--- src/rtl/seq_det_pkg.sv ---
// Shared constants and types for the programmable serial sequence detector.
// Length limits and derived widths live here so every block agrees on them.
package seq_det_pkg;

    localparam int MAX_LEN_DEF = 16;
    localparam int MAX_LEN_LIM = 32;
    localparam int MIN_LEN     = 2;

    typedef enum logic {
        OVL_OFF = 1'b0,
        OVL_ON  = 1'b1
    } ovl_e;

    function automatic int len_w(input int max_len);
        return $clog2(max_len + 1);
    endfunction

endpackage

--- src/rtl/seq_det_match.sv ---
// Masked pattern compare over the lowest len bits of the candidate window.
// Purely combinational; bits at or above len never affect the result.
module seq_det_match
    import seq_det_pkg::*;
#(
    parameter int MAX_LEN = MAX_LEN_DEF,
    parameter int LEN_W   = len_w(MAX_LEN)
) (
    input  logic [MAX_LEN-1:0] cand,
    input  logic [MAX_LEN-1:0] pattern,
    input  logic [MAX_LEN-1:0] mask,
    input  logic [LEN_W-1:0]   len,
    output logic               hit
);

    always_comb begin
        hit = 1'b1;
        for (int i = 0; i < MAX_LEN; i++) begin
            if (i < int'(len) && mask[i] && (cand[i] != pattern[i])) begin
                hit = 1'b0;
            end
        end
    end

endmodule

--- src/rtl/programmable_sequence_detector.sv ---
// Serial detector with a runtime pattern, per-bit mask and length,
// selectable overlap behaviour and a saturating hit counter.
module programmable_sequence_detector
    import seq_det_pkg::*;
#(
    parameter int                 MAX_LEN     = MAX_LEN_DEF,
    parameter int                 CNT_W       = 8,
    parameter int                 RST_LEN     = 8,
    parameter logic [MAX_LEN-1:0] RST_PATTERN = MAX_LEN'(8'b11100111),
    localparam int                LEN_W       = len_w(MAX_LEN)
) (
    input  logic               clk,
    input  logic               rst_n,
    input  logic               cfg_we,
    input  logic [MAX_LEN-1:0] cfg_pattern,
    input  logic [MAX_LEN-1:0] cfg_mask,
    input  logic [LEN_W-1:0]   cfg_len,
    input  logic               cfg_overlap,
    input  logic               cnt_clr,
    input  logic               in_valid,
    input  logic               in,
    output logic               dec,
    output logic [CNT_W-1:0]   hit_count,
    output logic               primed
);

    logic [MAX_LEN-1:0] win;
    logic [MAX_LEN-1:0] pattern_q;
    logic [MAX_LEN-1:0] mask_q;
    logic [LEN_W-1:0]   len_q;
    logic [LEN_W-1:0]   fill;
    ovl_e               ovl_q;

    logic [MAX_LEN-1:0] cand;
    logic [LEN_W-1:0]   len_clamped;
    logic [LEN_W-1:0]   fill_inc;
    logic               accept;
    logic               fill_ok;
    logic               hit;

    assign cand   = {win[MAX_LEN-2:0], in};
    assign accept = in_valid & ~cfg_we;
    assign primed = (fill >= len_q);

    // fill+1 is evaluated one bit wider so fill == all-ones cannot wrap
    assign fill_ok = ({1'b0, fill} + (LEN_W+1)'(1)) >= {1'b0, len_q};
    assign dec     = rst_n & accept & fill_ok & hit;

    seq_det_match #(
        .MAX_LEN (MAX_LEN),
        .LEN_W   (LEN_W)
    ) u_match (
        .cand    (cand),
        .pattern (pattern_q),
        .mask    (mask_q),
        .len     (len_q),
        .hit     (hit)
    );

    always_comb begin
        len_clamped = cfg_len;
        if (int'(cfg_len) < MIN_LEN) begin
            len_clamped = LEN_W'(MIN_LEN);
        end else if (int'(cfg_len) > MAX_LEN) begin
            len_clamped = LEN_W'(MAX_LEN);
        end
    end

    always_comb begin
        fill_inc = fill;
        if (int'(fill) < MAX_LEN) begin
            fill_inc = fill + LEN_W'(1);
        end
    end

    always_ff @(posedge clk) begin
        if (!rst_n) begin
            win       <= '0;
            fill      <= '0;
            pattern_q <= RST_PATTERN;
            mask_q    <= '1;
            len_q     <= LEN_W'(RST_LEN);
            ovl_q     <= OVL_ON;
        end else if (cfg_we) begin
            pattern_q <= cfg_pattern;
            mask_q    <= cfg_mask;
            len_q     <= len_clamped;
            ovl_q     <= ovl_e'(cfg_overlap);
            fill      <= '0;
        end else if (in_valid) begin
            win <= cand;
            // a non-overlapping match restarts collection from scratch
            if (dec && ovl_q == OVL_OFF) begin
                fill <= '0;
            end else begin
                fill <= fill_inc;
            end
        end
    end

    always_ff @(posedge clk) begin
        if (!rst_n) begin
            hit_count <= '0;
        end else if (cnt_clr) begin
            hit_count <= '0;
        end else if (dec && hit_count != '1) begin
            hit_count <= hit_count + CNT_W'(1);
        end
    end

endmodule

--- config.mk ---
export PLATFORM = sky130hd
export DESIGN_NAME = programmable_sequence_detector
export DESIGN_NICKNAME = d
export VERILOG_FILES = /design/src/rtl/seq_det_pkg.sv /design/src/rtl/seq_det_match.sv /design/src/rtl/programmable_sequence_detector.sv
export SDC_FILE = /design/constraint.sdc
export NUM_CORES = 1
export LEC_CHECK = 0
export BUFFER_PORTS_ARGS = -buffer_cell sky130_fd_sc_hd__buf_2
export CAP_MARGIN = 20
export CORE_UTILIZATION = 37
export CTS_CLUSTER_SIZE = 25
export DETAILED_ROUTE_END_ITERATION = 8
export GPL_TIMING_DRIVEN = 0
export PLACE_DENSITY = 0.55
export REMOVE_ABC_BUFFERS = 1
export SLEW_MARGIN = 10
export SYNTH_ARGS = -nofsm -noshare
export SYNTH_HDL_FRONTEND = slang
export SYNTH_HIERARCHICAL = 1
export SYNTH_SLANG_ARGS = --single-unit
--- constraint.sdc ---
create_clock -name clk -period 3.45 [get_ports clk]
set_input_delay 0 -clock clk [delete_from_list [all_inputs] [get_ports clk]]
set_output_delay 0 -clock clk [all_outputs]
set_load 0.03 [all_outputs]
**Word level (Yosys, flattened, before mapping)**

Cells that the tools add are included.

- $add $sub $neg: 3
- Multiply operators: 0
- Divide/modulo/power cells: 0
- $lt $le $gt $ge: 21
- Equal/unequal tests: 17
- Shift-type cells: 0
- Multiplexer cells: 20
- Bitwise gates (word level): 7
- Reductions and logical operators: 39

Operator list:

| kind | count |
|---|---|
| $lt A4 B5 Y1 const A | 8 |
| $logic_and A1 B1 Y1 | 34 |
| $lt A3 B5 Y1 const A | 4 |
| $mux W5 | 4 |
| $mux W1 | 16 |
| $ne A1 B1 Y1 | 16 |
| $lt A1 B5 Y1 const A | 2 |
| $lt A2 B5 Y1 const A | 2 |
| $add A8 B1 Y8 const B | 1 |
| $ne A8 B8 Y1 const B | 1 |
| $add A5 B1 Y6 const B | 1 |
| $ge A6 B5 Y1 | 1 |
| $add A5 B1 Y5 const B | 1 |
| $ge A5 B5 Y1 | 1 |
| $gt A5 B5 Y1 const B | 1 |
| $lt A5 B2 Y1 const B | 1 |
| $lt A5 B5 Y1 const B | 1 |
| $and A1 B1 Y1 | 4 |
| $reduce_and A2 Y1 | 2 |
| $reduce_or A2 Y1 | 2 |
| $not A1 Y1 | 3 |
| $reduce_bool A2 Y1 | 1 |

- Register bits after elaboration: 66
- Latch bits: 0
- Memory bits (writable): 0
- Bits in read-only memories: 0
- Output and inout port bits: 10
- Word-level logic and storage cells: 114
- Memories: 0

**Longest topological paths before layout**

Gate-level depths: netlist of the first run.

- Word-level depth: 23
- Depth in mapped cells: 12
- Depth with buffers taken out: 10

**Cells and area by module**

The synthesis of the first run kept the hierarchy.

Modules (own cells, without submodules):

| module | instances | cells an instance | area each (µm²) | seq. area each (µm²) |
|---|---|---|---|---|
| programmable_sequence_detector | 1 | 306 | 2854.0 | 1321.3 |
| seq_det_match | 1 | 54 | 414.1 | 0.0 |

**Worst setup path after synthesis of the first run**

No wires, ideal clock.

- Path kind: register to register
- Start: register len_q[4]
- End: register hit_count[2]
- Setup time: 0.116 ns
- Arrival: 2.523 ns
- Data required time: 3.334 ns
- Slack: 0.811 ns
- Stages on the path, launching flop included: 13
- Cell sequence: dfxtp_1 buf_6 or3_4 o2111ai_1 nand4_1 or4_1 nor4_2 nand3_1 a31o_1 buf_6 inv_2 a31oi_1 a41o_1

- Cells in the longest elaborated chain, start to end: 21

Ends and longest elaborated chain:

| item | RTL line | text |
|---|---|---|
| from (decl) | programmable_sequence_detector.sv:30 | `logic [LEN_W-1:0] len_q;` |
| from (signal assigned) | programmable_sequence_detector.sv:82 | `len_q <= LEN_W'(RST_LEN);` |
| from (signal assigned) | programmable_sequence_detector.sv:87 | `len_q <= len_clamped;` |
| $lt A1 B5 Y1 | seq_det_match.sv:19 | `if (i < int'(len) && mask[i] && (cand[i] != pattern[i])) begin` |
| $logic_and A1 B1 Y1 (2 in a row) | seq_det_match.sv:19 |  |
| $mux W1 (15 in a row) | seq_det_match.sv:19 |  |
| $mux W1 * | seq_det_match.sv:19 |  |
| via hit | programmable_sequence_detector.sv:39 | `logic hit;` |
| $and A1 B1 Y1 * | programmable_sequence_detector.sv:47 | `assign dec = rst_n & accept & fill_ok & hit;` |
| via dec | programmable_sequence_detector.sv:22 | `output logic dec,` |
| $logic_and A1 B1 Y1 * | programmable_sequence_detector.sv:106 | `end else if (dec && hit_count != '1) begin` |
| to (signal assigned) | programmable_sequence_detector.sv:107 | `hit_count <= hit_count + CNT_W'(1);` |
| to (decl) | programmable_sequence_detector.sv:23 | `output logic [CNT_W-1:0] hit_count,` |

Mark *: on every way through the listed nets, which the timed path passes. The rest lies on a longest branch.
A chain may end at the register's enable or synchronous reset.

**Worst setup path in the final report of the first run**

- Start: register len_q[4]
- End: register hit_count[4]

- Cells in the longest elaborated chain, start to end: 21

Ends and longest elaborated chain:

| item | RTL line |
|---|---|
| $lt A1 B5 Y1 | seq_det_match.sv:19 |
| $logic_and A1 B1 Y1 (2 in a row) | seq_det_match.sv:19 |
| $mux W1 (15 in a row) | seq_det_match.sv:19 |
| $mux W1 * | seq_det_match.sv:19 |
| via hit | programmable_sequence_detector.sv:39 |
| $and A1 B1 Y1 * | programmable_sequence_detector.sv:47 |
| $logic_and A1 B1 Y1 * | programmable_sequence_detector.sv:106 |

Marked as above.

==> results of run 1 <==
## layer usage
metal | GRT usage | up-vias
met3 | 0.0348 | 11
met2 | 0.268 | 61
met5 | 0 | -
met4 | 0.0883 | 0
li1 | - | 1440
met1 | 0.235 | 1242
## synthesized netlist by cell type, types with 3 or more instances
cell,count
dfxtp_1,66
nand2_1,66
mux2i_1,35
xor2_1,18
a21boi_0,17
nor2b_1,17
a21oi_1,14
nand3_1,13
ha_1,12
nor2_1,10
clkbuf_1,8
inv_1,7
and3_1,5
o21ai_0,5
buf_2,4
or4_1,4
nand2b_1,3
xnor2_1,3
## worst min path at each step
stage / from / to / slack (ps)
after global routing: cfg_len[3] / len_q[1]$_SDFFE_PN0P_ / 60
final: cfg_len[3] / len_q[1]$_SDFFE_PN0P_ / 30
after detailed placement: cfg_pattern[2] / pattern_q[2]$_SDFFE_PN1P_ / 220
after CTS: cfg_len[3] / len_q[1]$_SDFFE_PN0P_ / 20
after floorplan: rst_n / mask_q[0]$_SDFFE_PN1P_ / 60
after global placement: cfg_pattern[2] / pattern_q[2]$_SDFFE_PN1P_ / 220
## sequential cells by signal, summed over array words and instances, names as in the netlist
name / flops
mask_q: 16
pattern_q: 16
win: 15
hit_count: 8
fill: 5
len_q: 5
ovl_q: 1
## stage by stage
stage                     instance area (um^2)  hold WS (ps)  instances  power [uW]
final                                     4190          30.8        558        1650
after detailed placement                  3580           221        502        1000
after global placement                    3580           216        501         998
after floorplan                           3180          61.9        343         924
after CTS                                 4160          20.9        557        1670
after global routing                      4190          56.5        558        1730
## power groups by stage
stage,Combinational [uW],Clock (uW),Sequential [uW]
after floorplan,99.7,0,824
after global placement,164,0,833
after detailed placement,167,0,834
after CTS,202,651,816
after global routing,227,686,820
final,203,630,816
## logic make-up (layout without fill, tap and decap cells)
group           count (synthesis)  count (layout)  synth area share
buf+inv                        25             118            0.0360
flops                          66              66             0.404
compound gates                 63              63             0.137
xor+xnor                       21              21            0.0563
mux                            35              35             0.107
simple gates                  137             137             0.210
fa+ha+maj                      13              13            0.0490
## critical path, cell delays in order (launching register included)
cell and delay (ps):
dfxtp_1 420, or3_4 440, o2111ai_1 200, nand4_1 140, or4_1 430, nor4_2 150
nand3_1 120, a31o_1 400, or4_1 550, a21oi_1 140
## final cells by class
type | instances | area, um^2
multi-input combinational | 269 | 1830
clock inverter | 4 | 52.6
sequential | 66 | 1320
inverter | 8 | 30.0
tap | 105 | 131
fill | 823 | 4190
timing repair buffer | 94 | 691
clock buffer | 12 | 135
## timing repair
action,in CTS,in global routing
hold buffers,39,0
endpoints found under the hold margin,42,0
setup endpoints to repair,0,0
==> summary.txt, run 1 <==
Layout
  – Nets: 504
  – Ant diodes: 0
  – Share of cells above drive strength 1: 0.177
  – Area Overhead vs Synth: 28.2%
  – Final Util: 0.500
  – Most frequent cells in the layout: nand2_1 (66), dfxtp_1 (66), buf_2 (53)

Critical path
  – Critical path launch point type: register
  – CP required: 3730 ps
  – Largest fanout on the critical path: 13
  – CP endpoint: hit_count[4]$_SDFFE_PP0P_
  – FF-to-FF setup slack: 400 ps
  – Worst reg-to-reg path cell count: 9
  – Arrival time worst endpoint: 3330 ps
  – Crit Path Category: register to register
  – Worst Setup SP: len_q[4]$_SDFFE_PN0P_
  – Worst Setup End Kind: register
  – Crit Reg-Reg Endpoint: hit_count[4]$_SDFFE_PP0P_
  – Launch point of the worst reg-to-reg path: len_q[4]$_SDFFE_PN0P_

Drt
  – Post-DRT Antenna Nets: 0
  – Drt via density: 4.94
  – Metal3 WL: 307 um
  – Wl on met1: 3790 um
  – Total number of vias: 2754
  – Initial drt markers: 84
  – WL final: 7290 um
  – TritonRoute pass-1 iters: 4
  – Avg WL per Cell: 13.1 um
  – DR WL met2: 3050 um
  – DRC viols: 0
  – DR top layer: met4

Synthesis
  – Count of cell types in the netlist: 59
  – Synthesized area per cell: 9.08 um^2
  – Synthesized area: 3270 um^2
  – Syn Inst Count: 360
  – Area leader, netlist: dfxtp_1
  – Area contributors post-synth: dfxtp_1 (40%), mux2i_1 (11%), nand2_1 (7.6%)
  – Async SR Flop Fraction: 0
  – EDFF count, synth: 0
  – Yosys top cell area share: 0.404
  – YS warnings: 6
  – Yosys reg bits: 66
  – Post-synthesis sequential area ratio: 0.404
  – Ys flop type: dfxtp_1

Clocking
  – Clock root buffer master: clkbuf_8
  – Clock latency on the worst-skew pair: 340 ps
  – Number of buffers created by CTS: 9
  – CTS tree: done
  – # clock sinks: 66
  – CTS H-Tree Depth: 3
  – Reg clk slew, reported paths: 70 ps
  – Setup bufs post-CTS: 0
  – Max Root-Sink Buffers: 2
  – Post-CTS sizing: 0

Run status
  – Outcome: finished clean

Global route
  – Overall Global Routing Usage: 0.176
  – First-pass GRT wire length: 12300 um
  – Initial antenna violation count: 0
  – Largest net degree at the start of global routing: 58
  – Grt ovf: 0
  – Number of global-route vias before repair: 2637

Floorplan
  – Die Width: 96.0 um
  – Starting Density: 0.390
  – Die area: 9210 um^2
  – Rows: 33
  – Core ar.: 8380 um^2
  – Die Y: 96.0 um
  – Ports: 54

Timing
  – Max-slew headroom: 0.408
  – Actual slew at the worst max-slew pin: 888 ps
  – Setup violators final: 0
  – Crit share post-route: 0.884
  – Final Max Slew Viols: 0
  – Fmax: 328 MHz
  – Clock skew: 7.67 ps
  – Final hold viol count: 0
  – Setup_tns: 0 ps
  – Min Tclk post-route: 3050 ps
  – RSZ-0062 raised after global routing: no
  – Final WS setup: 401 ps

Power and ir drop
  – Peak VDD IR: 196 uV
  – Leak Pwr: 0.00183 uW
  – Power Dens Cells: 393 nW/um^2
  – Combinational Power Share: 0.123
  – Clk pwr share: 0.382
  – Int Power: 1240 uW
  – Switching power total: 410 uW
  – Reg power frac: 0.495
  – Sw Share: 0.249

Hold path
  – Hold depth: 4
  – Hold crit path type: primary input to register

Placement
  – Detail Placement HPWL: 4880 um
  – Number of port buffers: 53
  – Placer Congestion: 0.746
  – Pre-CTS setup slack: 380 ps

Run
  – Max cap viols: 0
Power figures use the tool's default switching activity.
==> run 2: changes to the inputs <==
PLACE_DENSITY = unset   (was 0.55)
PLACE_DENSITY_LB_ADDON = 0.25   (was unset)
==> summary.txt, run 2 (synthesis gave the netlist of run 1 again) <==
Global route
  – Number of global-route vias before repair: 2571
  – Overall Global Routing Usage: 0.167
  – Initial antenna violation count: 0
  – First-pass GRT wire length: 11800 um
  – Grt ovf: 0
  – Largest net degree at the start of global routing: 58

Critical path
  – Worst reg-to-reg path cell count: 9
  – Most used cell, CP: or4_1
  – FF-to-FF setup slack: 370 ps
  – Worst path slowest cell: or4_1
  – Launch point of the worst reg-to-reg path: len_q[2]$_SDFFE_PN0P_
  – Worst path cell trace: or3_4, o2111ai_1, nand4_1, or4_1, nor4_2, nand3_1, a31o_1, or4_1, a21oi_1
  – CP delay by family, top: simple AND/OR/NAND/NOR gates
  – Critical path launch point type: register
  – Crit Path Category: register to register
  – Worst Setup End Kind: register
  – Critical path buffers and inverters: 0
  – CP required: 3720 ps
  – Largest fanout on the critical path: 13
  – Crit Reg-Reg Endpoint: hit_count[5]$_SDFFE_PP0P_
  – Arrival time worst endpoint: 3360 ps
  – Max incr delay on CP: 550 ps

Placement
  – Placer Congestion: 0.776
  – Number of port buffers: 53
  – Detail Placement HPWL: 4820 um

Clocking
  – Clock latency on the worst-skew pair: 340 ps
  – Number of buffers created by CTS: 9
  – CTS tree: done
  – Max Root-Sink Buffers: 2
  – # clock sinks: 66
  – Clock root buffer master: clkbuf_8
  – CTS H-Tree Depth: 3
  – Reg clk slew, reported paths: 70 ps

Timing
  – Crit share post-route: 0.894
  – Clock skew: 6.92 ps
  – Max-slew headroom: 0.263
  – Setup_tns: 0 ps
  – Actual slew at the worst max-slew pin: 1110 ps
  – Final Max Slew Viols: 0
  – Setup violators final: 0
  – Min Tclk post-route: 3080 ps
  – Fmax: 324 MHz
  – Final hold viol count: 0
  – RSZ-0062 raised after global routing: no

Hold path
  – WHS Endpoint: len_q[0]$_SDFFE_PN0P_
  – Hold depth: 4
  – Hold crit path type: primary input to register
  – Hold Crit Start: cfg_len[0]

Run
  – Max cap viols: 0

Layout
  – Final Util: 0.498
  – Ant diodes: 0
  – Area Overhead vs Synth: 27.8%
  – Nets: 503
  – Biggest regs: mask_q (16), pattern_q (16), win (15)
  – Share of cells above drive strength 1: 0.180
  – Most frequent cells in the layout: nand2_1 (66), dfxtp_1 (66), buf_2 (53)

Floorplan
  – Core ar.: 8380 um^2
  – Starting Density: 0.390
  – Die Width: 96.0 um
  – Die area: 9210 um^2
  – Ports: 54
  – Die Y: 96.0 um
  – Rows: 33

Drt
  – Initial drt markers: 96
  – DRC viols: 0
  – Drt via density: 4.93
  – Post-DRT Antenna Nets: 0
  – TritonRoute pass-1 iters: 4
  – Total number of vias: 2743
  – WL final: 7170 um
  – Avg WL per Cell: 12.9 um

Power and ir drop
  – Power Dens Cells: 401 nW/um^2
  – Leak Pwr: 0.00182 uW
  – Peak VDD IR: 209 uV

Run status
  – Outcome: finished clean
## run 2: cell types whose count changed in the layout (fill, tap and decap cells not counted), sizes merged
cell | before | now
buf | 55 | 54
clkinvlp | 0 | 1
clkbuf | 12 | 11
clkinv | 3 | 2
## run 2: layout make-up
cell class	instances	area, um^2
sequential	66	1320
inverter	8	30.0
fill	803	4200
clock inverter	4	51.3
timing repair buffer	93	663
multi-input combinational	269	1830
tap	105	131
clock buffer	11	151
## run 2: how the worst max path moves through the flow
stage	start	to	slack (ps)	cells after the start
floorplan	len_q[4]$_SDFFE_PN0P_	hit_count[4]$_SDFFE_PP0P_	750	9
global placement	len_q[2]$_SDFFE_PN0P_	hit_count[5]$_SDFFE_PP0P_	410	9
detailed placement	len_q[2]$_SDFFE_PN0P_	hit_count[4]$_SDFFE_PP0P_	400	9
CTS	len_q[4]$_SDFFE_PN0P_	hit_count[5]$_SDFFE_PP0P_	380	9
global route	len_q[4]$_SDFFE_PN0P_	hit_count[4]$_SDFFE_PP0P_	220	9
finish	len_q[2]$_SDFFE_PN0P_	hit_count[5]$_SDFFE_PP0P_	370	9
## run 2: routing by layer
layer  track usage  part of all wire  vias up  routed length, um
met4        0.0535             0.010        0                 72
li1              -                 -     1429                  -
met1         0.228              0.52     1253               3710
met5             0                 0        -                  0
met2         0.255              0.43       56               3090
met3        0.0427             0.041        5                295
## run 2: worst reg2reg max path, cell delays in order (launching register included)
cell and delay (ps):
dfxtp_1 440, or3_4 430, o2111ai_1 200, nand4_1 150
or4_1 440, nor4_2 140, nand3_1 120, a31o_1 400
or4_1 550, a21oi_1 140
## run 2: stage by stage
stage          instance area (um^2)  worst slack (ps)  hold WS (ps)  power [uW]  instances
3_5_place_dp                   3580               404           221         999        501
5_1_grt                        4180               219          61.5        1760        556
4_1_cts                        4170               384          36.8        1700        555
6_report                       4180               365          50.4        1680        556
3_3_place_gp                   3580               415           217         996        501
2_1_floorplan                  3180               755          61.9         924        343
## run 2: what timing repair did
| item | in CTS | in global routing |
|---|---|---|
| gates resized for setup | 0 | 0 |
| buffers inserted | 0 | 0 |
| endpoints found under the setup margin | 0 | 0 |
| hold endpoints to repair | 38 | 0 |
| hold buffers | 39 | 0 |
## run 2: where the power goes
part | switching [uW] | total (uW) | internal, uW
Combinational | 88.8 | 199 | 111
Clock | 291 | 660 | 369
Sequential | 26.7 | 817 | 790
